`config.mk`:
```
export PLATFORM = sky130hd
export DESIGN_NAME = pp_reduction_sequencer
export DESIGN_NICKNAME = d
export VERILOG_FILES = /design/src/rtl/pp_reduction_sequencer.sv
export SDC_FILE = /design/constraint.sdc
export NUM_CORES = 1
export LEC_CHECK = 0
export CORE_MARGIN = 5
export CORE_UTILIZATION = 30
export CTS_BUF_LIST = sky130_fd_sc_hd__clkbuf_2
export DETAILED_ROUTE_END_ITERATION = 6
export GPL_TIMING_DRIVEN = 0
export PLACE_DENSITY = 0.63
export SYNTH_ARGS = -nofsm -noshare
export SYNTH_HDL_FRONTEND = slang
export SYNTH_SLANG_ARGS = --single-unit
export TNS_END_PERCENT = 10
```
`constraint.sdc`:
```
create_clock -name clk -period 22.2 [get_ports clk]
set_clock_uncertainty 0.15 [all_clocks]
set_input_delay 3.33 -clock clk [delete_from_list [all_inputs] [get_ports clk]]
set_output_delay 3.33 -clock clk [all_outputs]
set_load 0.02 [all_outputs]
```
`src/rtl/pp_reduction_sequencer.sv`:
```
// Folds a stream of partial products through one external 5:2 tree, feeding S/H back as operands 0/1.
// Optional PPR_PERF_CNT_EN adds saturating stall/pass counters.
module pp_reduction_sequencer #(
    parameter int W       = 44,
    parameter int NPP_MAX = 16,
    parameter int CW      = 5
) (
    input  logic          clk,
    input  logic          rst,
    input  logic          req_valid,
    output logic          req_ready,
    input  logic [CW-1:0] req_npp,
    input  logic          pp_in_valid,
    output logic          pp_in_ready,
    input  logic [W-1:0]  pp_in_data,
    output logic [W-1:0]  tree_d0,
    output logic [W-1:0]  tree_d1,
    output logic [W-1:0]  tree_d2,
    output logic [W-1:0]  tree_d3,
    output logic [W-1:0]  tree_d4,
    input  logic [W-1:0]  tree_s,
    input  logic [W-1:0]  tree_h,
    output logic          res_valid,
    input  logic          res_ready,
    output logic [W-1:0]  res_s,
    output logic [W-1:0]  res_h
`ifdef PPR_PERF_CNT_EN
   ,output logic [15:0]   perf_stall,
    output logic [15:0]   perf_pass
`endif
);

    typedef enum logic [1:0] {IDLE, LOAD, REDUCE, OUT} state_t;

    state_t               state, state_n;
    logic [4:0][W-1:0]    opnd;
    logic [CW-1:0]        rem;
    logic [CW-1:0]        need;
    logic [CW-1:0]        npp_clamp;
    logic [2:0]           slot;
    logic [2:0]           wr_idx;
    logic                 first;
    logic                 pp_fire;
    logic                 last_pass;

    assign tree_d0 = opnd[0];
    assign tree_d1 = opnd[1];
    assign tree_d2 = opnd[2];
    assign tree_d3 = opnd[3];
    assign tree_d4 = opnd[4];

    // First pass takes five fresh operands; later passes lose two slots to the fed-back S/H.
    always_comb begin
        need = '0;
        if (first) need = (rem < CW'(5)) ? rem : CW'(5);
        else       need = (rem < CW'(3)) ? rem : CW'(3);
    end

    assign npp_clamp = (req_npp > CW'(NPP_MAX)) ? CW'(NPP_MAX) : req_npp;
    assign wr_idx    = first ? slot : slot + 3'd2;
    assign pp_fire   = pp_in_valid & pp_in_ready;
    assign last_pass = (rem == need);

    always_ff @(posedge clk or posedge rst) begin
        if (rst) state <= IDLE;
        else     state <= state_n;
    end

    always_comb begin
        state_n     = state;
        req_ready   = 1'b0;
        pp_in_ready = 1'b0;
        res_valid   = 1'b0;
        case (state)
            IDLE: begin
                req_ready = 1'b1;
                if (req_valid) state_n = (req_npp == '0) ? OUT : LOAD;
            end
            LOAD: begin
                pp_in_ready = (CW'(slot) < need);
                if (pp_in_valid && pp_in_ready && (CW'(slot) + CW'(1) == need))
                    state_n = REDUCE;
            end
            REDUCE: state_n = last_pass ? OUT : LOAD;
            OUT: begin
                res_valid = 1'b1;
                if (res_ready) state_n = IDLE;
            end
            default: state_n = IDLE;
        endcase
    end

    always_ff @(posedge clk or posedge rst) begin
        if (rst) begin
            opnd  <= '0;
            rem   <= '0;
            slot  <= '0;
            first <= 1'b0;
            res_s <= '0;
            res_h <= '0;
        end else begin
            case (state)
                IDLE: if (req_valid) begin
                    rem   <= npp_clamp;
                    first <= 1'b1;
                    slot  <= '0;
                    opnd  <= '0;
                    if (req_npp == '0) begin
                        res_s <= '0;
                        res_h <= '0;
                    end
                end
                LOAD: if (pp_fire) begin
                    slot <= slot + 3'd1;
                    case (wr_idx)
                        3'd0:    opnd[0] <= pp_in_data;
                        3'd1:    opnd[1] <= pp_in_data;
                        3'd2:    opnd[2] <= pp_in_data;
                        3'd3:    opnd[3] <= pp_in_data;
                        3'd4:    opnd[4] <= pp_in_data;
                        default: ;
                    endcase
                end
                REDUCE: begin
                    // Operands 0/1 double as the running accumulator.
                    opnd[0] <= tree_s;
                    opnd[1] <= tree_h;
                    opnd[2] <= '0;
                    opnd[3] <= '0;
                    opnd[4] <= '0;
                    rem     <= rem - need;
                    first   <= 1'b0;
                    slot    <= '0;
                    if (last_pass) begin
                        res_s <= tree_s;
                        res_h <= tree_h;
                    end
                end
                default: ;
            endcase
        end
    end

`ifdef PPR_PERF_CNT_EN
    always_ff @(posedge clk or posedge rst) begin
        if (rst) begin
            perf_stall <= '0;
            perf_pass  <= '0;
        end else begin
            if (state == LOAD && pp_in_ready && !pp_in_valid && perf_stall != 16'hFFFF)
                perf_stall <= perf_stall + 16'd1;
            if (state == REDUCE && perf_pass != 16'hFFFF)
                perf_pass <= perf_pass + 16'd1;
        end
    end
`endif

endmodule

```
==> results of run 1 <==
==> worst paths after layout <==
| check | start | endpoint | slack, ns | depth (start not counted) |
|---|---|---|---|---|
| min in group asynchronous | rst | tree_d1[25] | 2.70 | 2 |
| hold / removal | res_h[21] | res_h[21] | 0.33 | 2 |
| hold reg to reg | res_h[21] | res_h[21] | 0.33 | 2 |
| setup reg to reg | rem[2] | res_h[16] | 18.15 | 10 |
| setup / recovery | rem[2] | pp_in_ready | 15.00 | 9 |
| max in group asynchronous | rst | tree_d4[41] | 18.12 | 3 |
==> area by class of cell <==
type                            count  area, µm²  area share
Clock inverter                     18       76.3     0.00376
Timing Repair Buffer              454       4580       0.226
Buffer                             77        578      0.0285
Tap cell                          607        759      0.0374
Antenna cell                        4       10.0    0.000493
Multi-Input combinational cell    736       5250       0.259
Inverter                          100        383      0.0189
Sequential cell                   319       7980       0.393
Clock buffer                      135        676      0.0333
==> cell usage in the layout (no fill, tap or decap), types with 5 or more instances in the layout <==
cell type,synthesis,routed
clkdlybuf4s50_1,0,452
dfrtp_1,319,319
nand2_1,187,187
clkbuf_2,0,135
inv_1,100,99
a21oi_1,95,95
mux2i_1,91,91
mux2_2,87,87
o21ai_0,81,81
mux2_4,40,40
and3_2,40,40
clkbuf_1,39,39
buf_6,25,25
o21ai_1,22,22
clkinv_1,0,12
ha_1,11,11
nand3_1,7,7
nor2b_1,7,7
a31oi_1,6,6
mux2_1,6,6
buf_12,5,5
nor2_1,5,5
==> registers in the layout, summed over array words and instances (netlist names) <==
name     cells
first        1
rem          5
res_h       44
res_s       44
slot         3
state        2
tree_d0     44
tree_d1     44
tree_d2     44
tree_d3     44
tree_d4     44
==> metal layers <==
layer,vias to the layer above,part of all wire
met5,-,0.00025
met3,87,0.073
met1,5795,0.42
li1,5316,-
met4,2,0.029
met2,453,0.48
==> critical path: cells and delay by family, from the launching register on <==
kind / cells / cell delay [ns]
AOI/OAI and AO/OA: 2 / 0.29
adders and majority gates: 1 / 0.25
buffers and inverters: 2 / 0.82
DFF: 1 / 0.42
and+or+nand+nor: 4 / 0.93
==> cell families (layout without fill, tap and decap cells) <==
kind of cell             count (synthesis)  after routing
adder cells (fa/ha/maj)                 12             12
multiplexers                           224            224
AO/OA/AOI/OAI                          223            223
other                                    1              5
AND/OR/NAND/NOR                        273            273
flip-flops                             319            319
buffers and inverters                  177            784
XOR/XNOR                                 3              3
==> report_power, final <==
group | internal [mW] | leakage [nW] | switching, mW | total (mW)
registers | 0.581 | 3.97 | 0 | 0.581
clock network | 0.160 | 0.597 | 0.255 | 0.414
logic | 0.0292 | 5.58 | 0.0303 | 0.0595
==> metrics by stage <==
step,std cells,total power [mW]
floorplan,1232,0.613
CTS,2446,1.08
global placement,2291,0.651
global route,2448,1.11
detailed placement,2293,0.652
finish,2450,1.05
==> flow_summary.json, run 1 <==
{
  "synth.net_count": 1386,
  "clock_transition_at_the_registers_of_the_reported_paths_ns": 0.12,
  "maxClockFrequency_ghz": 0.139,
  "failing_checks": "DRC",
  "first_global_vias": 12100,
  "fillCellCount": 4516,
  "holdCritPathClass": "flop to flop",
  "placement.setup.worst_slack_ns": 15.73,
  "maximum_clock_insertion_buffer_count": 3,
  "cellPowerDensity_nw_per_um2": 51.9,
  "detail-route-antenna-nets": 0,
  "post-route-drc-count": 2,
  "grt_util_met3": 0.0583,
  "starting_utilization_of_the_core_area": 0.304,
  "worst_path_maximum_fanout": 10,
  "peakVddDrop_mv": 0.0286,
  "cts_hold_buffers": 0,
  "netlist.top_cell.by_area": "dfrtp_1",
  "postSynthCellCount": 1232,
  "average_cell_area_after_synthesis_um2": 11.5,
  "fp.dieH_um": 227,
  "grt_start_max_net_pins": 119,
  "grt_use_met2": 0.328,
  "worst_path_cell_trace": "buf_12 > or4_4 > nand2_1 > ha_1 > and2b_2 > o21ai_0 > a21oi_1 > nor2_1 > clkdlybuf4s50_1",
  "wirelength_um": 53000,
  "drt-pass1-iter-count": 7,
  "cts_num_sinks": 319,
  "totalNegativeSetupSlack_ns": 0,
  "power.static_leakage_nw": 10.1,
  "final_net_count": 1931,
  "detailed_place_hpwl_um": 39700,
  "worst-slew-pin-transition_ns": 0.931,
  "final_critical_path_setup_slack_ns": 15.00,
  "portBuffers": 452,
  "finalWeightedCongestion": 0.829,
  "synth-seq-cells": 319,
  "top_level_ports": 453,
  "arrival_ns": 3.72,
  "finish.instance_area_um2": 20300,
  "detail_route.wl_per_cell_um": 21.6,
  "cp.required_ns": 18.72,
  "post-synth-top-area-fraction": 0.563,
  "seq_area_frac_synth": 0.563,
  "timing.slew.headroom": 0.380,
  "detailed_place.area_um2": 19500,
  "fraction_of_the_mapped_netlist_area_in_adder_cells": 0.0111,
  "globalRouteOverflowTotal": 0,
  "final_min_period_over_clock_period": 0.324,
  "finalSetupViolCount": 0,
  "dominant_combinational_cell_family_by_area_after_synthesis": "multiplexers",
  "floorplan.die_area_um2": 51700,
  "clock_tree.htree_level_count": 3,
  "crit_type": "flop to primary output",
  "synthMostInstantiatedCell": "dfrtp_1",
  "clk_root_buffer_cell": "clkbuf_2",
  "cts_tree": "built",
  "antenna_found_initial": 3,
  "rsz0062_at_grt": "false",
  "first_iter_violations": 701,
  "post_synth_main_area_contributors": "dfrtp_1, mux2_2, mux2i_1",
  "top_ff_cell_synth": "dfrtp_1",
  "area_growth_syn_to_layout_pct": 43.1,
  "endpoint_kind": "primary output",
  "worst_setup_path_start_kind": "flop",
  "status": "complete, but fails checks",
  "synth_cell_types": 56,
  "met1_usage": 0.251,
  "synth_mux_area_frac": 0.180,
  "yosys.area_share.simple": 0.0922,
  "synth-edff-count": 0,
  "core-area_um2": 46700,
  "share_of_post_route_cells_with_drive_strength_above_1": 0.192,
  "synthesized_area_fraction_occupied_by_ao_oa_aoi_and_oai_cells": 0.0844,
  "die_w_um": 227,
  "yosysWarningCount": 0,
  "row_count": 79,
  "synth_async_sr_flop_share": 1.00,
  "clock_latency_ns": 1.03,
  "track_usage": 0.200,
  "post-cts-setup-buffer-count": 0,
  "global_route_wire_length_before_repair_um": 77400,
  "netlist_top_cells_count": "dfrtp_1, nand2_1, inv_1, a21oi_1, mux2i_1",
  "fin_crit_ns": 7.20,
  "synthXorXnorAreaFrac": 0.00185,
  "timing_hold_violations_final": 0,
  "post_cts_repair_resize_count": 0,
  "cpMaxStageDelayCell": "clkdlybuf4s50_1",
  "report.final.slew_viol_count": 0,
  "postLayoutCoreUtil": 0.435,
  "holdWs_ns": 0.335,
  "maxCapViolations": 0,
  "post_synth_instance_area_um2": 14200,
  "global_route.peak_usage_layer": "met2",
  "cts_made_buffers": 89,
  "num_vias": 11700,
  "post_drt_via_cell_ratio": 4.76,
  "critical_path.max_stage_delay_ns": 0.68
}
Power figures use the tool's default switching activity.
==> run 2, diff against run 1 <==
- clock period: 22.2 -> 7 ns (I/O delays scaled with it)
==> run 2 against run 1 <==
Total power rose to 3.2 times the previous value. Highest routed layer unchanged. The flow now finishes without violations. Combinational power rose to 3.3 times the previous value. Design area rose by 0.73%. Global-route usage rose by 0.19 points. Critical endpoint unchanged.
==> flow_summary.json, run 2 (synthesized netlist as in run 1, its figures left out) <==
{
  "clock_latency_ns": 1.04,
  "post_drt_via_cell_ratio": 4.72,
  "worst_path_maximum_fanout": 8,
  "maximum_clock_insertion_buffer_count": 3,
  "track_usage": 0.202,
  "cell_class_contributing_the_biggest_share_of_worst_path_delay": "simple AND/OR/NAND/NOR gates",
  "clk_root_buffer_cell": "clkbuf_2",
  "drt-pass1-iter-count": 5,
  "cpMaxStageDelayCell": "clkdlybuf4s50_1",
  "row_count": 79,
  "finish.instance_area_um2": 20400,
  "global_route_wire_length_before_repair_um": 78300,
  "endpoint_kind": "primary output",
  "antenna_found_initial": 5,
  "num_vias": 11600,
  "post-cts-setup-buffer-count": 0,
  "final_net_count": 1938,
  "layout.cells.most_common": "clkdlybuf4s50_1",
  "post-route-drc-count": 0,
  "buf_inv_on_cp": 1,
  "cts_tree": "built",
  "final_min_period_over_clock_period": 0.711,
  "detailed_place_hpwl_um": 40400,
  "hold_path_sink": "res_s[30]",
  "worst_setup_path_start_kind": "flop",
  "die_w_um": 227,
  "min_from": "res_s[30]",
  "clock_transition_at_the_registers_of_the_reported_paths_ns": 0.10,
  "hold_path_depth": 2,
  "fin_crit_ns": 4.98,
  "post_cts_repair_resize_count": 0,
  "clock_tree.htree_level_count": 3,
  "arrival_ns": 3.78,
  "grt_start_max_net_pins": 43,
  "detail-route-antenna-nets": 0,
  "top_level_ports": 453,
  "holdCritPathClass": "flop to flop",
  "power.static_leakage_nw": 10.2,
  "crit_type": "flop to primary output",
  "postLayoutCoreUtil": 0.438,
  "maxCapViolations": 0,
  "worst-slew-pin-transition_ns": 0.928,
  "detail_route.wl_per_cell_um": 21.8,
  "r2r.worst_path.cells": 10,
  "worstReg2RegStart": "rem[3]",
  "wirelength_um": 53700,
  "core-area_um2": 46700,
  "floorplan.die_area_um2": 51700,
  "area_growth_syn_to_layout_pct": 44.1,
  "starting_utilization_of_the_core_area": 0.304,
  "peakVddDrop_mv": 0.112,
  "r2r_setup_slk_ns": 3.03,
  "detailed_place.area_um2": 19600,
  "portBuffers": 452,
  "cts_made_buffers": 90,
  "fp.dieH_um": 227,
  "timing.slew.headroom": 0.382,
  "rsz0062_at_grt": "false",
  "finalSetupViolCount": 0,
  "first_global_vias": 12300,
  "globalRouteOverflowTotal": 0,
  "cts_num_sinks": 319,
  "critical_path.max_stage_delay_ns": 0.65,
  "first_iter_violations": 651,
  "cellPowerDensity_nw_per_um2": 167,
  "worst_path_cell_trace": "or4_4 > nand2_1 > ha_1 > and2b_2 > o21ai_0 > a21oi_1 > nor2_1 > clkdlybuf4s50_1",
  "cp.required_ns": 5.80,
  "final_cell_mix": "clkdlybuf4s50_1, dfrtp_1, nand2_1, clkbuf_2, inv_1",
  "share_of_post_route_cells_with_drive_strength_above_1": 0.198,
  "finalWeightedCongestion": 0.847,
  "timing.critical_path.depth": 8,
  "report.final.slew_viol_count": 0,
  "status": "complete, no violations",
  "cts_hold_buffers": 0,
  "worst_r2r_endpoint": "res_s[8]",
  "timing_hold_violations_final": 0,
  "maxClockFrequency_ghz": 0.201
}
==> run 2: worst max path at each step <==
stage,startpoint,end,slack (ns)
5_1_grt,rem[3],pp_in_ready,1.81
4_1_cts,rem[3],pp_in_ready,1.83
3_3_place_gp,rst,tree_d3[1],-0.85
3_5_place_dp,req_npp[1],res_s[8],2.90
2_1_floorplan,rst,first,1.55
6_report,rem[3],pp_in_ready,2.02
==> run 2: power breakdown <==
part	total, mW	switching [mW]	internal, mW	leakage, nW
Sequential	1.84	0	1.84	3.97
Clock	1.38	0.816	0.561	0.634
Combinational	0.195	0.0972	0.0983	5.63
==> run 2: cell type report <==
cell class                      count  area (µm²)
Fill cell                        4563       26200
Sequential cell                   319        7980
Multi-Input combinational cell    736        5250
Timing Repair Buffer              460        4680
Tap cell                          607         759
Clock buffer                      140         701
Buffer                             77         578
Inverter                          100         379
Clock inverter                     18         100
Antenna cell                        3        7.51
==> run 2: per-stage QoR <==
stage | power, mW | setup TNS, ns | hold WS, ns | setup WS, ns | instances
2_1_floorplan | 1.94 | 0 | 0.383 | 1.55 | 1232
3_3_place_gp | 2.06 | -257.62 | 0.313 | -0.852 | 2291
3_5_place_dp | 2.08 | 0 | 0.319 | 2.90 | 2299
4_1_cts | 3.49 | 0 | 0.148 | 1.83 | 2457
5_1_grt | 3.59 | 0 | 0.280 | 1.81 | 2458
6_report | 3.41 | 0 | 0.333 | 2.02 | 2460
==> run 2: tightest hold or removal path, cell delays in order (launching register included) <==
cell	delay (ns)
dfrtp_1	0.35
nand2_1	0.04
o21ai_0	0.06
==> run 2: layer usage <==
| layer | wire length [µm] | up-vias | GRT usage |
|---|---|---|---|
| met2 | 25700 | 433 | 0.336 |
| met5 | 16 | - | 0 |
| met1 | 22500 | 5748 | 0.251 |
| met4 | 1560 | 2 | 0.0739 |
| met3 | 3930 | 93 | 0.0584 |
| li1 | - | 5326 | - |
